File: src/rtl/vx_commit_collector.sv
// vx_commit_collector: round-robin commit arbiter with atomic multi-packet lock, 2-entry writeback FIFO and retire counter.
// Define VX_COMMIT_COLLECTOR_PERF_EN to add per-source eop commit counters on perf_src_commits.
module vx_commit_collector #(
    parameter int NUM_SOURCES = 4,
    parameter int NUM_LANES   = 4,
    parameter int NUM_WARPS   = 4,
    parameter int XLEN        = 32,
    parameter int NUM_REGS    = 32,
    parameter int WID_W       = (NUM_WARPS > 1) ? $clog2(NUM_WARPS) : 1,
    parameter int RD_W        = $clog2(NUM_REGS)
) (
    input  logic                              clk,
    input  logic                              reset,
    input  logic [NUM_SOURCES-1:0]            in_valid,
    output logic [NUM_SOURCES-1:0]            in_ready,
    input  logic [NUM_SOURCES*WID_W-1:0]      in_wid,
    input  logic [NUM_SOURCES*XLEN-1:0]       in_pc,
    input  logic [NUM_SOURCES*RD_W-1:0]       in_rd,
    input  logic [NUM_SOURCES-1:0]            in_wb,
    input  logic [NUM_SOURCES*NUM_LANES-1:0]  in_tmask,
    input  logic [NUM_SOURCES*NUM_LANES*XLEN-1:0] in_data,
    input  logic [NUM_SOURCES-1:0]            in_sop,
    input  logic [NUM_SOURCES-1:0]            in_eop,
    output logic                              wb_valid,
    input  logic                              wb_ready,
    output logic [WID_W-1:0]                  wb_wid,
    output logic [XLEN-1:0]                   wb_pc,
    output logic [RD_W-1:0]                   wb_rd,
    output logic                              wb_we,
    output logic [NUM_LANES-1:0]              wb_tmask,
    output logic [NUM_LANES*XLEN-1:0]         wb_data,
    output logic                              wb_eop,
    output logic                              retire_valid,
    output logic [WID_W-1:0]                  retire_wid,
    output logic [63:0]                       commit_total
`ifdef VX_COMMIT_COLLECTOR_PERF_EN
    ,output logic [NUM_SOURCES*32-1:0]        perf_src_commits
`endif
);
    localparam int SW = (NUM_SOURCES > 1) ? $clog2(NUM_SOURCES) : 1;
    localparam int DW = NUM_LANES * XLEN;
    localparam int PW = WID_W + XLEN + RD_W + 1 + NUM_LANES + DW + 1;

    logic [SW-1:0] ptr, lock_src, gnt, idx;
    logic          lock, found, accept, pop, eop;
    logic [1:0]    count;
    logic          wr_ptr, rd_ptr;
    logic [PW-1:0] mem [2];
    logic [PW-1:0] in_pkt;

    // Descending scan so the source closest to the pointer is the last to claim the grant.
    always_comb begin
        gnt = ptr;
        found = 1'b0;
        idx = '0;
        for (int k = NUM_SOURCES - 1; k >= 0; k--) begin
            idx = SW'((int'(ptr) + k) % NUM_SOURCES);
            if (in_valid[idx]) begin
                gnt = idx;
                found = 1'b1;
            end
        end
        if (lock) begin
            gnt = lock_src;
            found = 1'b1;
        end
    end

    assign in_ready = (reset && found && count != 2'd2) ? NUM_SOURCES'(1) << gnt : '0;
    assign accept   = |(in_valid & in_ready);
    assign eop      = in_eop[gnt];
    assign wb_valid = count != 2'd0;
    assign pop      = wb_valid && wb_ready;
    assign in_pkt   = {in_wid[gnt*WID_W +: WID_W], in_pc[gnt*XLEN +: XLEN], in_rd[gnt*RD_W +: RD_W],
                       in_wb[gnt], in_tmask[gnt*NUM_LANES +: NUM_LANES], in_data[gnt*DW +: DW], eop};
    assign {wb_wid, wb_pc, wb_rd, wb_we, wb_tmask, wb_data, wb_eop} = mem[rd_ptr];

    always_ff @(posedge clk or negedge reset) begin
        if (!reset) begin
            count <= '0;
            wr_ptr <= 1'b0;
            rd_ptr <= 1'b0;
            mem[0] <= '0;
            mem[1] <= '0;
            ptr <= '0;
            lock <= 1'b0;
            lock_src <= '0;
            retire_valid <= 1'b0;
            retire_wid <= '0;
            commit_total <= '0;
        end else begin
            count <= count + 2'(accept) - 2'(pop);
            if (accept) begin
                mem[wr_ptr] <= in_pkt;
                wr_ptr <= ~wr_ptr;
                lock <= !eop;
                lock_src <= gnt;
                if (eop) ptr <= (gnt == SW'(NUM_SOURCES - 1)) ? '0 : gnt + 1'b1;
            end
            if (pop) rd_ptr <= ~rd_ptr;
            retire_valid <= pop && wb_eop;
            if (pop && wb_eop) begin
                retire_wid <= wb_wid;
                commit_total <= commit_total + 64'd1;
            end
        end
    end

`ifdef VX_COMMIT_COLLECTOR_PERF_EN
    logic [31:0] perf_cnt [NUM_SOURCES];

    always_ff @(posedge clk or negedge reset) begin
        if (!reset) begin
            for (int k = 0; k < NUM_SOURCES; k++) perf_cnt[k] <= '0;
        end else if (accept && eop) begin
            perf_cnt[gnt] <= perf_cnt[gnt] + 32'd1;
        end
    end

    for (genvar i = 0; i < NUM_SOURCES; i++) begin : g_perf
        assign perf_src_commits[i*32 +: 32] = perf_cnt[i];
    end
`endif
endmodule

File: config.mk
export PLATFORM = sky130hd
export DESIGN_NAME = vx_commit_collector
export DESIGN_NICKNAME = d
export VERILOG_FILES = /design/src/rtl/vx_commit_collector.sv
export SDC_FILE = /design/constraint.sdc
export NUM_CORES = 1
export LEC_CHECK = 0
export ABC_AREA = 1
export BUFFER_PORTS_ARGS = -buffer_cell sky130_fd_sc_hd__buf_2
export CAP_MARGIN = 5
export CORE_AREA = 5 5 369 371
export CTS_CLUSTER_SIZE = 24
export DETAILED_ROUTE_END_ITERATION = 12
export DIE_AREA = 0 0 374 376
export GPL_TIMING_DRIVEN = 0
export PLACE_DENSITY = 0.37
export SLEW_MARGIN = 20
export SYNTH_ARGS = -nofsm -noshare
export SYNTH_HDL_FRONTEND = slang
export SYNTH_SLANG_ARGS = --single-unit
File: constraint.sdc
create_clock -name clk -period 6 [get_ports clk]
set_input_delay 1.2 -clock clk [delete_from_list [all_inputs] [get_ports clk]]
set_output_delay 1.2 -clock clk [all_outputs]
set_load 0.02 [all_outputs]
== Word level (Yosys, flattened, before mapping) ==
Cells that the tools add are included.

* Bits in registers: 422
* Output and inout port bits: 245
* Word-level logic and storage cells: 79

* Add/subtract/negate cells: 7
* Multiply operators: 1
* Order comparisons: 8
* Equality and inequality tests: 2
* Shifts and indexed selects: 6
* Muxes and demuxes: 30
* Bitwise gates (word level): 5
* Reductions and logical operators: 9

{| class="wikitable"
|+ Operator list
! cell !! count
|-
| $mux 173 || 4
|-
| $shiftx 512x10->128 || 1
|-
| $bwmux 346 || 1
|-
| $demux 173 s1 || 1
|-
| $shiftx 128x8->32 || 1
|-
| $add 64x1->64 const B || 1
|-
| $shiftx 20x6->5 || 1
|-
| $shiftx 16x5->4 || 1
|-
| $lt 2x3->1 const B || 5
|-
| $bmux 1 s2 || 6
|-
| $mux 2 || 6
|-
| $mux 1 || 11
|-
| $shiftx 8x4->2 || 1
|-
| $logic_and 1x1->1 || 5
|-
| $mul 2x3->5 const B || 1
|-
| $add 2x1->2 const B || 2
|-
| $add 2x2->2 const B || 2
|-
| $and 4x4->4 || 1
|-
| $ge 2x2->1 const B || 2
|-
| $mux 4 || 1
|-
| $not 1->2 || 2
|-
| $reduce_or 4->1 || 1
|-
| $shl 1x2->4 const A || 1
|-
| $add 2x1->2 || 1
|-
| 8 further kinds || 9
|}

== Depth between registers and ports, before layout ==
* Depth in word-level cells: 15
* Depth in mapped cells: 25
* Gate-level depth less buffers: 21

== Worst setup path before layout ==
Ideal clock, no wire load.

* Path type: input-to-output
* Start: input port in_valid[3]
* End: output port in_ready[3]
* Arrival: 2837 ps
* Required time: 4800 ps
* Setup slack: 1963 ps
* Stages: 15
* Path buffers: 2
* Path through: inv_1 nand2_1 and2_1 nand2_1 nand2_1 inv_2 nand2_1 nand2_1 nand3_4 nand2_4 buf_2 buf_2 ha_1 inv_1 nor2_1

* Longest elaborated chain between the ends: 10
* Elaborated cells between the ends (all ways): 22

{| class="wikitable"
|+ Ends and longest elaborated chain
! item !! RTL line !! RTL
|-
| start: declaration || 14 || <nowiki>input logic [NUM_SOURCES-1:0] in_valid,</nowiki>
|-
| $bmux 1 s2 || 58 || <nowiki>if (in_valid[idx]) begin</nowiki>
|-
| $mux 1 (implied by the code) || 58 ||
|-
| $mux 1 (4 in series) || 58 ||
|-
| $mux 1 || 63 || <nowiki>if (lock) begin</nowiki>
|-
| $logic_and 1x1->1 (2 in series) || 69 || <nowiki>assign in_ready = (reset && found && count != 2'd2) ? NUM_SOURCES'(1) << gnt : '0;</nowiki>
|-
| $mux 4 (*) || 69 ||
|-
| end: declaration || 15 || <nowiki>output logic [NUM_SOURCES-1:0] in_ready,</nowiki>
|}

Every way passes the cells marked *; elsewhere a longest branch is shown, timed or not. The select of a mux whose other input is x is not followed.

== Worst setup path in the final report ==
* Start: input port in_valid[0]
* End: output port in_ready[3]

The elaborated chain is that of the path after synthesis.

==> summary.txt <==
Die
  • Row count: 134
  • Die Ht: 376 um
  • Starting Density: 0.207
  • Die W: 374 um
  • Die area: 141000 um2
  • I/O pins: 948
  • Core ar.: about 130000 um2

Route
  • 1st-iter DRT viols: 2069
  • Via density: 4.50
  • Post-route DRC: 0
  • Antenna-violating nets left: 0
  • Routed via count: 30445
  • First-pass DRT Iterations: 6
  • Drt wl/cell: 24.4 um
  • Drt total wl: 165000 um

Timing
  • Max_slew headroom: 0.272
  • Max-slew violation count: 0
  • Slew @ Worst Pin: 1.09 ns
  • RSZ-0062 raised after global routing: no
  • Final setup violation count: 0
  • Fmax: just under 0.2 GHz
  • Tmin final: 5.09 ns
  • Final Hold Viols: 0
  • Setup Skew: approximately 0.065 ns
  • Fin crit share: 0.848

Cells and area
  • Layout Area Growth over Synthesis: 33.3%
  • Post-layout nets: 5644
  • Fraction of layout cells with a size suffix above 1: 0.271
  • Final Util: 0.275
  • Commonest non-fill, non-tap cell in the layout: nand2_1
  • Most frequent cells in the layout: nand2_1 (1690), buf_2 (1016), nand3_1 (727)
  • Final Cell Area: 36500 um2

Placement
  • DP Wirelength: 131000 um
  • Final Wtd Congestion: between 0.8 and 0.9
  • Cell Area, Placed: between 30000 and 40000 um2
  • Port Buf Inserts: 943

Logic synthesis
  • Yosys warns: 0
  • Sequential fraction of the synthesis area: 0.386
  • Post-Syn Area: approximately 27000 um2
  • Asr flop ratio synth: 1.00
  • Primary FF master, synth: dfrtp_1
  • Net Count, Synth: 4634
  • Synth Instances: around 3900
  • Post-synth EDFFs: 0
  • Synth cell types: 31
  • Mean area per synthesized cell: 6.97 um2
  • Number of synthesized register bits: 422

Pwr
  • Switching Share: 0.567
  • Clk pwr share: 0.145
  • Sw Pwr: approximately 14000 uW
  • Power density cells: 675 nW/um2
  • Internal: 10700 uW
  • Leak: just over 0.02 uW
  • Comb pwr share: 0.670
  • Worst vdd ir: 0.000295 V
  • Reg power frac: 0.185

Setup path
  • Reg2reg end: mem[89]
  • Crit path max fanout: 10
  • WP data required: 4.80 ns
  • Worst setup SP type: input pin
  • Critical path type: in -> out
  • R2R setup slack: 1.87 ns
  • Worst Path Arrival: a little under 4 ns
  • Reg2reg start: ptr[0]
  • R2R depth: 25
  • Kind of end point of the critical path: primary output

Worst hold path
  • Hold Path Sink: mem[184]
  • Hold Path Origin: mem[184]
  • Hold crit path type: reg -> reg
  • Hold path depth: 2

GRT
  • Largest net degree at the start of global routing: 86
  • First-pass GRT wire length: ~230000 um
  • Initial antenna violation count: 46
  • Total track usage: 0.224
  • Number of global-route vias before repair: 31406
  • Overflow after GRT: 0

Clock tree
  • Clk root buf: clkbuf_16
  • H-tree Lvls: 2
  • Clock Latency Late Sink: 0.67 ns
  • Clock-pin transition on the worst setup and hold timing paths: 0.06 ns
  • Post-CTS sizing: 0
  • Clock sinks: 422
  • Cts bufs inserted: 56
  • Post CTS Setup Buffer Count: 0
  • Cts hold-fix bufs: 0
  • Deepest clock path buffer count: 3
  • CTS tree: built

Flow run
  • Max Cap Violations: 0

Run status
  • Status: finished clean
[sequential cells by signal (all words and copies together), names as in the netlist]
| signal | count |
|---|---|
| retire_valid | 1 |
| rd_ptr | 1 |
| wr_ptr | 1 |
| commit_total | 64 |
| ptr | 2 |
| retire_wid | 2 |
| count | 2 |
| lock_src | 2 |
| mem | 346 |
| lock | 1 |
[layout make-up]
class	instances	area [um2]
multi-input combinational	2967	14500
buffer	287	1360
inverter	252	946
clock inverter	22	320
clock buffer	76	1590
antenna	13	32.5
fill	15235	96100
sequential	422	10600
timing repair buffer	952	4970
tap	1768	2210
[kinds of logic after synthesis]
kind of cell / count (synthesis) / share of synthesized area
flops: 422 / 0.386
fa+ha+maj: 3 / 0.00137
buf+inv: 539 / 0.0837
mux: 172 / 0.0707
compound gates: 13 / 0.00251
xor+xnor: 65 / 0.0208
simple gates: 2714 / 0.435
[power groups by stage]
stage,Sequential [uW],Combinational (uW),Clock (uW)
final,4560,16500,3560
after global placement,4590,16700,0
after detailed placement,4590,16800,0
after floorplan,4460,9540,0
after global routing,4690,18000,3780
after CTS,4550,16800,3680
[worst max-delay path, cell delays in order]
cell and delay [ns]:
buf_2 0.13, inv_1 0.08, nand2_1 0.08, nand3_1 0.11, nand2_1 0.08, inv_2 0.05
nand2_1 0.04, nand2_1 0.07, nand2_1 0.06, nand2_1 0.09, nand3_4 0.15, nand2_4 0.24
buf_2 0.52, buf_2 0.35, ha_1 0.21, inv_1 0.04, nor2_1 0.13, buf_2 0.24
[metal layers]
| metal | track usage | vias to the layer above | share of wire |
|---|---|---|---|
| met5 | 0 | - | 0.00074 |
| met4 | 0.0480 | 18 | 0.023 |
| met3 | 0.0442 | 192 | 0.060 |
| met2 | 0.399 | 1039 | 0.49 |
| met1 | 0.282 | 14585 | 0.42 |
| li1 | - | 14611 | - |
[worst max path at each step]
| stage | startpoint | to | slack, ns | cells after the start |
|---|---|---|---|---|
| 3_5_place_dp | in_valid[0] | in_ready[3] | 0.88 | 18 |
| 5_1_grt | in_valid[0] | in_ready[3] | 0.63 | 18 |
| 4_1_cts | in_valid[0] | in_ready[3] | 0.86 | 18 |
| 2_1_floorplan | in_valid[3] | in_ready[3] | 1.96 | 15 |
| 3_3_place_gp | reset | in_ready[1] | -6.75 | 6 |
| 6_report | in_valid[0] | in_ready[3] | 0.91 | 18 |
[cell usage after synthesis (2+ instances only)]
library cell,instances,area share
buf_1,28,0.0038
buf_6,14,0.0058
xor2_1,50,0.016
clkbuf_1,152,0.021
nor2_1,53,0.0073
nand2_2,5,0.0011
mux2_2,172,0.071
inv_1,244,0.033
nor3_1,33,0.0060
inv_2,8,0.0011
nor4_1,5,0.0011
buf_2,74,0.014
dfrtp_1,422,0.39
xnor2_1,15,0.0048
nand4_1,16,0.0037
nor3_2,5,0.0018
a21oi_1,3,0.00055
nand3b_1,175,0.048
o21ai_1,2,0.00037
nand2_1,1690,0.23
o21ai_0,6,0.0011
buf_4,19,0.0052
nand3_1,727,0.13
ha_1,3,0.0014
[per-stage QoR]
stage | TNS (ns) | instances | power, uW | worst slack (ns) | hold slack [ns]
5_1_grt | 0 | 6751 | 26500 | 0.631 | 0.476
3_5_place_dp | 0 | 6648 | 21400 | 0.879 | 0.453
2_1_floorplan | 0 | 3928 | 14000 | 1.96 | 0.436
6_report | 0 | 6759 | 24600 | 0.913 | 0.462
4_1_cts | 0 | 6746 | 25100 | 0.860 | 0.468
3_3_place_gp | -4831.38 | 6639 | 21300 | -6.75 | 0.448
Note: power is estimated with default switching activity, not from simulation.
